--- src/rtl/toy_ldq_credit_rx.sv ---
// Dual-lane load queue between the LSU issue buffer and the memory pipe, with credit return.
// Define TOY_LDQ_CREDIT_BATCH_EN to coalesce credits in batches of CREDIT_BATCH; otherwise one credit per pop.
package lsu_pkg;
  typedef struct packed {
    logic [11:0] addr;
    logic [3:0]  tag;
  } ldu_pld_t;
endpackage

module toy_ldq_credit_rx #(
  parameter int DEPTH        = 8,
  parameter int CREDIT_BATCH = 2
) (
  input  logic                    clk,
  input  logic                    rst,
  input  logic [1:0]              v_s_ldu_vld,
  input  lsu_pkg::ldu_pld_t [1:0] v_s_ldu_pld,
  output logic [1:0]              v_ldq_rdy,
  output logic                    m_mem_vld,
  output lsu_pkg::ldu_pld_t       m_mem_pld,
  input  logic                    m_mem_rdy,
  input  logic                    cancel_en,
  output logic                    ldu_credit_en,
  output logic [3:0]              ldu_credit_num,
  output logic [$clog2(DEPTH):0]  ldq_cnt
);
  localparam int AW = $clog2(DEPTH);
  localparam int PW = AW + 1;
  localparam logic [PW-1:0] DEPTH_P = PW'(DEPTH);
`ifdef TOY_LDQ_CREDIT_BATCH_EN
  localparam int BATCH_EFF = CREDIT_BATCH;
`else
  // CREDIT_BATCH is ignored: with a threshold of one every pop is its own batch.
  localparam int BATCH_EFF = 1 + 0 * CREDIT_BATCH;
`endif

  typedef enum logic {ST_RUN, ST_FLUSH} state_t;

  state_t            r_state;
  logic [PW-1:0]     r_wr_ptr;
  logic [PW-1:0]     r_rd_ptr;
  logic [PW-1:0]     r_cnt;
  logic [3:0]        r_credit_acc;
  lsu_pkg::ldu_pld_t r_mem [DEPTH];

  logic          w_full;
  logic [PW-1:0] w_free;
  logic          w_push0;
  logic          w_push1;
  logic          w_pop;
  logic [PW-1:0] w_push_n;
  logic [PW-1:0] w_wr_ptr_p1;
  logic [3:0]    w_credit_sum;

  assign w_full = (r_wr_ptr[AW-1:0] == r_rd_ptr[AW-1:0]) && (r_wr_ptr[AW] != r_rd_ptr[AW]);
  assign w_free = DEPTH_P - r_cnt;

  assign v_ldq_rdy[0] = (r_state == ST_RUN) && !w_full;
  assign v_ldq_rdy[1] = (r_state == ST_RUN) && (w_free >= PW'(2));

  // Lane1 rides only behind an accepted lane0 so the queue never holds a gap.
  assign w_push0     = v_s_ldu_vld[0] && v_ldq_rdy[0] && !cancel_en;
  assign w_push1     = w_push0 && v_s_ldu_vld[1] && v_ldq_rdy[1];
  assign w_push_n    = PW'(w_push0) + PW'(w_push1);
  assign w_wr_ptr_p1 = r_wr_ptr + PW'(1);

  assign m_mem_vld = (r_cnt != '0) && (r_state == ST_RUN) && !cancel_en;
  assign m_mem_pld = r_mem[r_rd_ptr[AW-1:0]];
  assign w_pop     = m_mem_vld && m_mem_rdy;
  assign ldq_cnt   = r_cnt;

  assign w_credit_sum = r_credit_acc + 4'(w_pop);

  // NOTE: entry storage has no reset; occupancy is tracked by the pointers, so stale data is never visible.
  always_ff @(posedge clk) begin
    if (w_push0) r_mem[r_wr_ptr[AW-1:0]]    <= v_s_ldu_pld[0];
    if (w_push1) r_mem[w_wr_ptr_p1[AW-1:0]] <= v_s_ldu_pld[1];
  end

  always_ff @(posedge clk or posedge rst) begin
    if (rst) begin
      r_state  <= ST_RUN;
      r_wr_ptr <= '0;
      r_rd_ptr <= '0;
      r_cnt    <= '0;
    end else begin
      r_state <= cancel_en ? ST_FLUSH : ST_RUN;
      if (cancel_en) begin
        r_wr_ptr <= '0;
        r_rd_ptr <= '0;
        r_cnt    <= '0;
      end else begin
        r_wr_ptr <= r_wr_ptr + w_push_n;
        r_rd_ptr <= r_rd_ptr + PW'(w_pop);
        r_cnt    <= r_cnt + w_push_n - PW'(w_pop);
      end
    end
  end

  // Credits flush on reaching the batch size, or as soon as the pop stream goes quiet.
  always_ff @(posedge clk or posedge rst) begin
    if (rst) begin
      r_credit_acc   <= '0;
      ldu_credit_en  <= 1'b0;
      ldu_credit_num <= '0;
    end else if (cancel_en) begin
      r_credit_acc   <= '0;
      ldu_credit_en  <= 1'b0;
      ldu_credit_num <= '0;
    end else if ((w_credit_sum >= 4'(BATCH_EFF)) || ((w_credit_sum != '0) && !w_pop)) begin
      r_credit_acc   <= '0;
      ldu_credit_en  <= 1'b1;
      ldu_credit_num <= w_credit_sum;
    end else begin
      r_credit_acc   <= w_credit_sum;
      ldu_credit_en  <= 1'b0;
    end
  end
endmodule
--- config.mk ---
export PLATFORM = sky130hd
export DESIGN_NAME = toy_ldq_credit_rx
export DESIGN_NICKNAME = d
export VERILOG_FILES = /design/src/rtl/toy_ldq_credit_rx.sv
export SDC_FILE = /design/constraint.sdc
export NUM_CORES = 1
export LEC_CHECK = 0
export ABC_AREA = 1
export CAP_MARGIN = 20
export CELL_PAD_IN_SITES_DETAIL_PLACEMENT = 2
export CELL_PAD_IN_SITES_GLOBAL_PLACEMENT = 2
export CORE_MARGIN = 2
export CORE_UTILIZATION = 33
export CTS_CLUSTER_SIZE = 14
export DETAILED_ROUTE_END_ITERATION = 6
export PLACE_DENSITY_LB_ADDON = 0.1
export SLEW_MARGIN = 25
export SYNTH_ARGS = -nofsm -noshare
export SYNTH_HDL_FRONTEND = slang
export SYNTH_SLANG_ARGS = --single-unit
export TNS_END_PERCENT = 1
--- constraint.sdc ---
create_clock -name clk -period 2.7 [get_ports clk]
set_input_delay 0.81 -clock clk [delete_from_list [all_inputs] [get_ports clk]]
set_output_delay 0.81 -clock clk [all_outputs]
set_load 0.05 [all_outputs]
==> results.md, run 1 <==
* Status: complete, but fails checks
* Failing checks: setup timing
* Overall global routing resource usage at 25.90%
* Clock transition at the registers of the reported paths at 0.08 ns
* Post-Syn Area per Cell at 8.634 um2
* Cell count of the worst reg-to-reg path at 15
* Seq cells post-synth at 150
* 1st-pass router iterations at 5
* Placed Instance Area at 0.01006 mm2
* Termination of the worst setup path: ldq_cnt[1]$_DFF_PP0_
* Required time worst endpoint at 3.08 ns
* Arrival time at the worst endpoint at 3.09 ns
* Area Overhead vs Synth at 28.15%
* Clock Tree Root: clkbuf_16
* Setup ws final at -0.01165 ns
* Placement Rows at 58
* Initial antenna violation count at 0
* Mean number of vias per cell at 5.407
* Pre-CTS setup slack at -0.6648 ns
* Max Clk Rate at 0.3688 GHz
* Critical R2R Capture: ldq_cnt[1]$_DFF_PP0_
* Inserted Clock Buffers at 17
* Reg-to-reg critical path startpoint: ldq_cnt[1]$_DFF_PP0_
* Storage cell area at 0.004399 mm2
* NumNets Final at 1137
* Number of global-route vias before repair at 8152
* Sw Ratio at 32.71%
* Core Area at 0.02533 mm2
* Clk_lat worst skew at 0.45 ns
* Worst Max-Slew Pin Slew at 0.5038 ns
* Clk_skew at 0.01725 ns
* Switching power at 2.159 mW
* VDD IR max at 0.4477 mV
* Max-slew violation count at 0
* # hold bufs at CTS at 0
* Hold Path Cell Cnt at 2
* Initial core utilization at 33.85%
* Synth Instances at 993
* Via count at 7700
* Final setup violation count at 2
* Remaining antenna violation count after routing at 0
* Pint at 4.441 mW
* CTS Sinks at 150
* Gate power share at 25.5%
* Critical path class: register to register
* Worst-case register-to-register setup slack at -0.01 ns
* Worst hold path class: register to register
* Leading area contributor after synthesis: edfxtp_1
* Share of cells above drive strength 1 at 22.30%
* Synth unique cells at 30
* FILL cells at 2740
* Seq/Total Area, Yosys at 51.26%
* Clock Power Share at 34.9%
* Chip width at 165.2 um
* WL per Instance at 24.23 um
* Die area at 0.02728 mm2
* Fin. Hold Viols at 0
* Static Leak at 4.591 nW
* Global route overflow at 0
* RSZ-0062 raised after global routing: true
* Initial DRC count at 420
* Sequential Power Share at 39.5%
* Multi-input gate area at 0.003699 mm2
* Final Instance Area at 0.01099 mm2
* Most frequent cells in the layout: 324 x nand2_1, 128 x edfxtp_1, 108 x nand3_1
* # H-tree levels at 4
* Cell Pwr Density at 600.6 mW/mm2
* Commonest non-fill, non-tap cell in the layout: nand2_1
* Placed cells at 1382
* Critical Path Start: ldq_cnt[1]$_DFF_PP0_
* CTS tree: yes
* Largest fanout on the critical path at 3
* Cell Area, Synth at 0.008573 mm2
* MaxCap Viol Count at 0
* Die H at 165.2 um
* I/O pin cnt at 66
* DRC errors left at 0
* Ant. Diodes at 0
* Largest net degree at the start of global routing at 51
* WL final at 34510 um
* Min Tclk post-route at 2.712 ns
* Yosys warning total at 0
* First-pass GRT wire length at 50960 um
* Final Cycle Share at 100.4%
* Top cell type's share of synthesized area at 44.83%
* Setup crit end kind: register
* RePlAce Congestion at 0.7617
* Slew HR at 66.31%
* Clock buffer depth at 2
* Dpl hpwl at 20390 um
* Buffers on Ports at 65
* Tot Pwr at 6.599 mW
* Main area contributors after synthesis: edfxtp_1 45%, nand2_1 15%, dfrtp_1 6.4%
* Final Non-Filler Cells at 1424
* Startpoint Class: register
-- critical path: stages, from the launching register on --
cell	delay, ns
dfrtp_2	0.43
inv_2	0.09
ha_4	0.20
nor2_4	0.10
and3_4	0.19
nand2_4	0.06
nand2_4	0.07
nor2_4	0.04
ha_4	0.26
inv_1	0.04
ha_1	0.27
inv_2	0.04
ha_4	0.16
fa_2	0.53
inv_2	0.04
nor2_2	0.09
-- per-stage QoR --
step                utilization, %  hold slack [ns]  TNS [ns]
global route                 43.38           0.5046   -0.9969
CTS                          42.84           0.4862  -0.04942
detailed placement           39.71           0.4702    -91.78
floorplan                        -           0.4545    -55.96
finish                       43.38           0.4786  -0.01987
global placement             39.71           0.4567    -77.25
-- worst min-delay path by stage --
stage	to	slack [ns]	startpoint
3_3_place_gp	ldu_credit_num[2]$_DFFE_PP0P_	0.46	ldu_credit_num[2]$_DFFE_PP0P_
3_5_place_dp	ldu_credit_num[1]$_DFFE_PP0P_	0.47	ldu_credit_num[1]$_DFFE_PP0P_
5_1_grt	ldu_credit_num[1]$_DFFE_PP0P_	0.50	ldu_credit_num[1]$_DFFE_PP0P_
2_1_floorplan	r_wr_ptr[3]$_DFF_PP0_	0.45	r_wr_ptr[3]$_DFF_PP0_
4_1_cts	ldu_credit_num[1]$_DFFE_PP0P_	0.49	ldu_credit_num[1]$_DFFE_PP0P_
6_report	ldu_credit_num[1]$_DFFE_PP0P_	0.48	ldu_credit_num[1]$_DFFE_PP0P_
-- flip-flops by register name, summed over array words and instances (netlist names) --
signal and count:
ldq_cnt 4, r_mem 128, r_rd_ptr 4, ldu_credit_en 1
r_wr_ptr 4, r_state 1, r_credit_acc 4, ldu_credit_num 4
-- cells in the mapped netlist, drive strengths merged --
master	count
a21boi	1
a21oi	7
and3	1
buf	60
clkbuf	29
conb	1
dfrtp	22
edfxtp	128
fa	2
ha	16
inv	33
nand2	351
nand3	139
nor2	88
nor3	1
nor3b	1
o21ai	75
o22ai	32
xnor2	3
xor2	3
-- metal layers --
layer | part of all wire, % | vias to the layer above | GRT usage, %
li1 | - | 3492 | -
met2 | 49 | 184 | 44.60
met1 | 45 | 3971 | 33.64
met3 | 3.6 | 53 | 3.447
met5 | 0 | - | 0
met4 | 2.6 | 0 | 8.458
-- power by group through the flow --
stage	clock network (mW)	logic, mW	registers [mW]
2_1_floorplan	0	0.763	2.73
3_3_place_gp	0	1.42	2.65
3_5_place_dp	0	1.46	2.65
4_1_cts	2.34	1.58	2.61
5_1_grt	2.43	1.81	2.61
6_report	2.31	1.69	2.61
-- layout make-up --
type                       count  area share [%]
sequential                   150           40.04
multi-input combinational    724           33.66
timing repair buffer         155           16.34
clock buffer                  18           3.906
tap                          330           3.758
inverter                      33           1.219
clock inverter                14           1.070
-- logic make-up after synthesis --
group	synth area share, %
xor+xnor	0.6131
flops	51.26
fa+ha+maj	2.802
buf+inv	8.158
compound gates	7.210
simple gates	29.92
other cells	0.04374
-- timing repair --
item                                    4_1_cts  5_1_grt
pin swaps                                    11        9
cloned                                        2        1
setup buffers                                 4        3
endpoints found under the setup margin       77       79
gates resized for setup                      49       27
Note: power is estimated with default switching activity, not from simulation.
==> run 2: changes to the inputs <==
CTS_CLUSTER_DIAMETER = 80   (was not set)
HOLD_SLACK_MARGIN = 0.05   (was not set)
SLEW_MARGIN = not set   (was 25)
==> results of run 2 <==
No change in the layout: final DEF, timing and power equal those of run 1.
